==> config.mk <==
export PLATFORM = sky130hd
export DESIGN_NAME = axistream_pack_arbiter
export DESIGN_NICKNAME = d
export VERILOG_FILES = /design/src/rtl/axistream_pack_arbiter.sv
export SDC_FILE = /design/constraint.sdc
export NUM_CORES = 1
export LEC_CHECK = 0
export ABC_CLOCK_PERIOD_IN_PS = 3400
export CORE_AREA = 2 2 48 50
export CTS_BUF_LIST = sky130_fd_sc_hd__clkbuf_16
export DETAILED_ROUTE_END_ITERATION = 12
export DIE_AREA = 0 0 50 52
export PLACE_DENSITY_LB_ADDON = 0.15
export SETUP_SLACK_MARGIN = 0.15
export SYNTH_ARGS = -nofsm -noshare
export SYNTH_HDL_FRONTEND = slang
export SYNTH_SLANG_ARGS = --single-unit
==> constraint.sdc <==
create_clock -name clk -period 3.4 [get_ports clk]
set_input_delay 0.68 -clock clk [delete_from_list [all_inputs] [get_ports clk]]
set_output_delay 0.68 -clock clk [all_outputs]
set_load 0.01 [all_outputs]
==> src/rtl/axistream_pack_arbiter.sv <==
// Round-robin, packet-granular arbiter feeding one axistream_pack packer.
// Optional macro ARB_PAD_EN pads short packets with zero beats up to a full packed word.
module axistream_pack_arbiter #(
    parameter int DATA_WIDTH = 8,
    parameter int NUM_SRC    = 4,
    parameter int NUM_PACK   = 4,
    parameter int ID_WIDTH   = 2
) (
    input  logic                          clk,
    input  logic                          rst,
    input  logic [NUM_SRC-1:0]            src_tvalid,
    output logic [NUM_SRC-1:0]            src_tready,
    input  logic [NUM_SRC*DATA_WIDTH-1:0] src_tdata,
    input  logic [NUM_SRC-1:0]            src_tlast,
    output logic                          dest_tvalid,
    input  logic                          dest_tready,
    output logic [DATA_WIDTH-1:0]         dest_tdata,
    output logic                          dest_tlast,
    output logic [ID_WIDTH-1:0]           dest_tid
);

    localparam int                  CNT_W     = (NUM_PACK > 1) ? $clog2(NUM_PACK) : 1;
    localparam logic [CNT_W-1:0]    CNT_LAST  = CNT_W'(NUM_PACK - 1);
    localparam logic [ID_WIDTH-1:0] GRANT_RST = ID_WIDTH'(NUM_SRC - 1);

`ifdef ARB_PAD_EN
    typedef enum logic [1:0] {IDLE, LOCKED, PAD} state_t;
`else
    typedef enum logic {IDLE, LOCKED} state_t;
`endif

    state_t                state, state_d;
    logic [ID_WIDTH-1:0]   grant, grant_d;
    logic [ID_WIDTH-1:0]   last_grant, last_grant_d;
    logic [CNT_W-1:0]      beat_cnt, beat_cnt_d;
    logic [CNT_W-1:0]      beat_next;
    logic                  req_found;
    logic [ID_WIDTH-1:0]   req_idx;
    logic [ID_WIDTH-1:0]   cand;
    logic [DATA_WIDTH-1:0] src_data [NUM_SRC];

    for (genvar k = 0; k < NUM_SRC; k++) begin : g_unpack
        assign src_data[k] = src_tdata[k*DATA_WIDTH +: DATA_WIDTH];
    end

    // Rotating priority search starting just after the previous winner.
    always_comb begin
        req_found = 1'b0;
        req_idx   = '0;
        cand      = '0;
        for (int i = 1; i <= NUM_SRC; i++) begin
            cand = ID_WIDTH'((int'(last_grant) + i) % NUM_SRC);
            if (!req_found && src_tvalid[cand]) begin
                req_found = 1'b1;
                req_idx   = cand;
            end
        end
    end

    assign beat_next = (beat_cnt == CNT_LAST) ? '0 : beat_cnt + CNT_W'(1);

    // NOTE: every output and next-state signal gets a default first so no latch is inferred.
    always_comb begin
        state_d      = state;
        grant_d      = grant;
        last_grant_d = last_grant;
        beat_cnt_d   = beat_cnt;
        dest_tvalid  = 1'b0;
        dest_tdata   = '0;
        dest_tlast   = 1'b0;
        dest_tid     = '0;
        src_tready   = '0;
        case (state)
            IDLE: begin
                if (req_found) begin
                    grant_d = req_idx;
                    state_d = LOCKED;
                end
            end
            LOCKED: begin
                dest_tvalid       = src_tvalid[grant];
                dest_tdata        = src_data[grant];
                dest_tlast        = src_tlast[grant];
                dest_tid          = grant;
                src_tready[grant] = dest_tready;
`ifdef ARB_PAD_EN
                // A short packet's tlast is held back until the pad beats complete the word.
                if (beat_cnt != CNT_LAST) dest_tlast = 1'b0;
`endif
                if (src_tvalid[grant] && dest_tready) begin
                    beat_cnt_d = beat_next;
                    if (src_tlast[grant]) begin
`ifdef ARB_PAD_EN
                        if (beat_cnt != CNT_LAST) begin
                            state_d = PAD;
                        end else begin
                            last_grant_d = grant;
                            beat_cnt_d   = '0;
                            state_d      = IDLE;
                        end
`else
                        last_grant_d = grant;
                        beat_cnt_d   = '0;
                        state_d      = IDLE;
`endif
                    end
                end
            end
`ifdef ARB_PAD_EN
            PAD: begin
                dest_tvalid = 1'b1;
                dest_tid    = grant;
                dest_tlast  = (beat_cnt == CNT_LAST);
                if (dest_tready) begin
                    beat_cnt_d = beat_next;
                    if (beat_cnt == CNT_LAST) begin
                        last_grant_d = grant;
                        beat_cnt_d   = '0;
                        state_d      = IDLE;
                    end
                end
            end
`endif
            default: state_d = IDLE;
        endcase
    end

    // NOTE: sequential state uses non-blocking assignments so all registers update together.
    always_ff @(posedge clk or posedge rst) begin
        if (rst) begin
            state      <= IDLE;
            grant      <= '0;
            last_grant <= GRANT_RST;
            beat_cnt   <= '0;
        end else begin
            state      <= state_d;
            grant      <= grant_d;
            last_grant <= last_grant_d;
            beat_cnt   <= beat_cnt_d;
        end
    end

endmodule

* Word-level counts from Yosys, hierarchy flattened
Cells that the tools add are included.
** Cells by class
- $add $sub $neg :: 4
- $mul :: 0
- Div/mod/pow operators :: 0
- Order comparisons :: 7
- Eq/ne operators :: 0
- Shift-type cells :: 0
- Mux-type cells :: 34
- Bitwise operators :: 3
- Reductions and logical operators :: 10
** Operators with widths (number)
- $mux W8 :: 3
- $bmux W8 S2 :: 1
- $mux W1 :: 16
- $lt A2 B3 Y1 const B :: 5
- $bmux W1 S2 :: 6
- $mux W2 :: 5
- $logic_and A1 B1 Y1 :: 5
- $add A2 B1 Y2 const B :: 2
- $add A2 B2 Y2 const B :: 2
- $and A4 B4 Y4 :: 1
- $mux W4 :: 1
- $ge A3 B3 Y1 const B :: 1
- $logic_not A1 Y1 :: 3
- $not A2 Y3 :: 1
- $reduce_and A3 Y1 :: 1
- $demux W1 S2 :: 1
- $ge A2 B1 Y1 const B :: 1
- $pmux W1 S2 :: 1
- $reduce_and A2 Y1 :: 1
- $not A1 Y1 :: 1
** Storage, ports and cells
- Register bits after elaboration :: 5
- Latch bits :: 0
- Memory bits (writable) :: 0
- ROM bits :: 0
- Input port bits :: 43
- Memories kept :: 0

* Logic depth before layout (Yosys ltp)
Gate-level depths: netlist (run 1).
- Depth in word-level cells :: 15
- Mapped depth :: 5
- Depth with buffers taken out :: 3

* Worst setup path after synthesis (run 1)
Ideal clock, no wire load.
- Kind :: input to output
- From :: in src_tvalid[3]
- To :: out dest_tvalid
- Arrival time :: 1.342 ns
- Setup slack :: 1.378 ns
- Stages :: 2
- Buffers on the path :: 0
- Cell sequence :: mux4_2 -> and2_1
** Between the ends
- Cells in the longest elaborated chain, start to end :: 3
** Ends and longest elaborated chain
- start: declaration :: RTL line 11 : input logic [NUM_SRC-1:0] src_tvalid,
- $bmux W1 S2 :: RTL line 81 : dest_tvalid = src_tvalid[grant];
- $mux W1 (implied by the code) :: RTL line 81
- $mux W1 :: RTL line 73 : case (state)
- end: declaration :: RTL line 15 : output logic dest_tvalid,
No other way between the ends. The select of a mux whose other input is x is not followed.

* Worst setup path after layout (run 1)
- From :: in src_tvalid[1]
- To :: out dest_tvalid
Same word-level chain as after synthesis.

==> flow_summary.json, run 1 <==
{
  "outcome": "complete, no violations",
  "clkSlewWorstSetupHoldPaths_ps": 30,
  "final-hold-violation-count": 0,
  "io_pins": 59,
  "max-cap-violations": 0,
  "layout.cells.most_common_list": "clkdlybuf4s50_1 (58), and2_1 (11), mux4_2 (10)",
  "grt-ovfl-total": 0,
  "synth-main-ff-cell": "dfrtp_1",
  "drc": 0,
  "final.setup.worst_slack_ps": 399,
  "grt_use_total": 0.165,
  "use_met2": 0.276,
  "critPathKind": "in2out",
  "grt_setup_unrepaired": "false",
  "tritoncts": "done",
  "sequential_cell_area_um2": 128,
  "crit_arrival_ps": 2320,
  "drt-wirelength-per-cell_um": 14.1,
  "routabilityCongestion": 0.834,
  "initial_core_utilization": 0.309,
  "vias_in_the_first_global_route": 707,
  "rows": 17,
  "grt_most_used_layer": "met2",
  "place_worst_setup_slack_ps": 392,
  "cts_resized": 0,
  "synth_seq_area_share": 0.196,
  "cts_hold_buf": 0,
  "antenna_violations_before_repair": 0,
  "floorplan.die_area_mm2": 0.00260,
  "cts-buffers-inserted": 3,
  "total_leakage_power_nw": 0.499,
  "insertion_delay_ps": 220,
  "final.setup_skew_ps": 1.02,
  "multi_input_combinational_cell_area_um2": 470,
  "slew_headroom": 0.538,
  "worst-slew-pin-transition_ps": 693,
  "start_kind": "input pin",
  "core_area_mm2": 0.00211,
  "cts_max_level": 1,
  "post-route-period-util": 0.883,
  "fp.dieW_um": 50,
  "nets_in_the_synthesized_netlist": 107,
  "num_antenna_cells": 0,
  "drtAntennaViolNets": 0,
  "drt-pass1-iter-count": 4,
  "fillerInstances": 185,
  "gr-usage-met3": 0.0517,
  "dieHeight_um": 52,
  "detailroute.via_count": 722,
  "synth_warnings": 0,
  "cts_root_buffer": "clkbuf_16",
  "viasPerCell": 4.88,
  "peakVddDrop_mv": 0.516,
  "fin_crit_ps": 3000,
  "final_layout_size_suffix_gt1_frac": 0.133,
  "mostFrequentLayoutCell": "clkdlybuf4s50_1",
  "cts-root-to-sink-buffers": 2,
  "synth.cell_area_um2": 651,
  "cts_num_sinks": 5,
  "max_freq_mhz": 333,
  "detailed_place_hpwl_um": 1640,
  "post_synth.cell_area_avg_um2": 10.2,
  "finish.net_count": 164,
  "setup_viol": 0,
  "maximum_number_of_pins_on_one_net_before_global_route_repair": 20,
  "power_density_mw_per_mm2": 709,
  "area_overhead_of_the_layout_relative_to_synthesis_pct": 100,
  "critical_path_peak_fanout": 5,
  "critical_path.endpoint_type": "primary output",
  "timing.hold.ws_ps": 564,
  "route.final.wire_length_um": 2080,
  "dr.first_iter.drc_count": 9,
  "cp.required_ps": 2720,
  "fin_tns_setup_ps": 0,
  "synth_edf_count": 0,
  "async_reset_ff_frac": 1.00,
  "synth-seq-cells": 5,
  "drv_slew": 0,
  "grt_pass1_wl_um": 3200,
  "number_of_standard_cells_after_synthesis": 64,
  "gr-usage-met1": 0.195,
  "worst_min_path_class": "reg2reg",
  "tot_pwr_mw": 0.925,
  "post_synth_num_cell_types": 24,
  "io_buffer_count": 58,
  "cts_setup_buffers": 0
}
==> logic make-up (layout without fill, tap and decap cells) <==
group / count (synthesis) / after routing / synth area share
simple gates: 31 / 31 / 0.265
flops: 5 / 5 / 0.196
buf+inv: 9 / 65 / 0.0808
mux: 12 / 12 / 0.381
compound gates: 7 / 7 / 0.0769
==> power by group <==
group,internal [mW],total (mW),switching (mW)
Sequential,0.0937,0.188,0.0939
Clock,0.152,0.186,0.0343
Combinational,0.380,0.551,0.171
Total,0.625,0.925,0.300
==> cell usage after synthesis, types with 2 or more instances <==
cell type	instances	area [um^2]
nor3_1	2	10.0
nor2_1	8	30.0
buf_6	2	22.5
nand2_1	2	7.51
inv_1	3	11.3
dfstp_2	2	52.6
and2_1	11	68.8
dfrtp_1	3	75.1
nand2b_1	2	12.5
nor2b_1	2	12.5
mux2_1	2	22.5
o21ai_0	2	10.0
clkbuf_1	3	11.3
mux4_2	10	225
==> sequential cells by signal (all words and copies together), names as in the netlist <==
name        flops
grant           2
last_grant      2
state           1
==> critical path, stage by stage <==
cell	delay [ps]
clkdlybuf4s50_1	480
mux4_2	510
and2_1	170
clkdlybuf4s50_1	480
==> metrics by stage <==
stage / cells / instance area (um^2) / utilization
2_1_floorplan: 64 / 651 / -
3_3_place_gp: 144 / 1220 / 0.582
3_5_place_dp: 144 / 1220 / 0.582
4_1_cts: 148 / 1300 / 0.619
5_1_grt: 148 / 1300 / 0.619
6_report: 148 / 1300 / 0.619
==> final timing paths <==
| kind | startpoint | endpoint | slack, ps | cells past startpoint |
|---|---|---|---|---|
| max in group asynchronous | rst | last_grant[0]$_DFFE_PP1P_ | 2510 | 2 |
| min in group asynchronous | rst | state$_DFF_PP0_ | 650 | 2 |
| worst max-delay path | src_tvalid[1] | dest_tvalid | 400 | 4 |
| worst min-delay path | last_grant[0]$_DFFE_PP1P_ | grant[0]$_DFFE_PP0P_ | 560 | 2 |
| worst max register to register | grant[0]$_DFFE_PP0P_ | last_grant[1]$_DFFE_PP1P_ | 1430 | 3 |
| worst min register to register | last_grant[0]$_DFFE_PP1P_ | grant[0]$_DFFE_PP0P_ | 560 | 2 |
==> layer usage <==
layer  up-vias  routed length, um
met1       344                851
li1        350                  -
met4         0                  0
met3         0                156
met5         -                  0
met2        28               1080
==> cell type report <==
cell class | instances | area share
timing repair buffer | 58 | 0.445
multi-input combinational | 50 | 0.361
sequential | 5 | 0.0979
clock buffer | 3 | 0.0576
tap | 28 | 0.0269
inverter | 3 | 0.00864
clock inverter | 1 | 0.00288
Note: power is estimated with default switching activity, not from simulation.
==> run 2: changes to the inputs <==
--- a/config.mk
+++ b/config.mk
@@ -5,7 +5,6 @@
 export SDC_FILE = /design/constraint.sdc
 export NUM_CORES = 1
 export LEC_CHECK = 0
-export ABC_CLOCK_PERIOD_IN_PS = 3400
 export CORE_AREA = 2 2 48 50
 export CTS_BUF_LIST = sky130_fd_sc_hd__clkbuf_16
 export DETAILED_ROUTE_END_ITERATION = 12
==> results of run 2 <==
No change in the layout: final DEF, timing and power equal those of run 1.
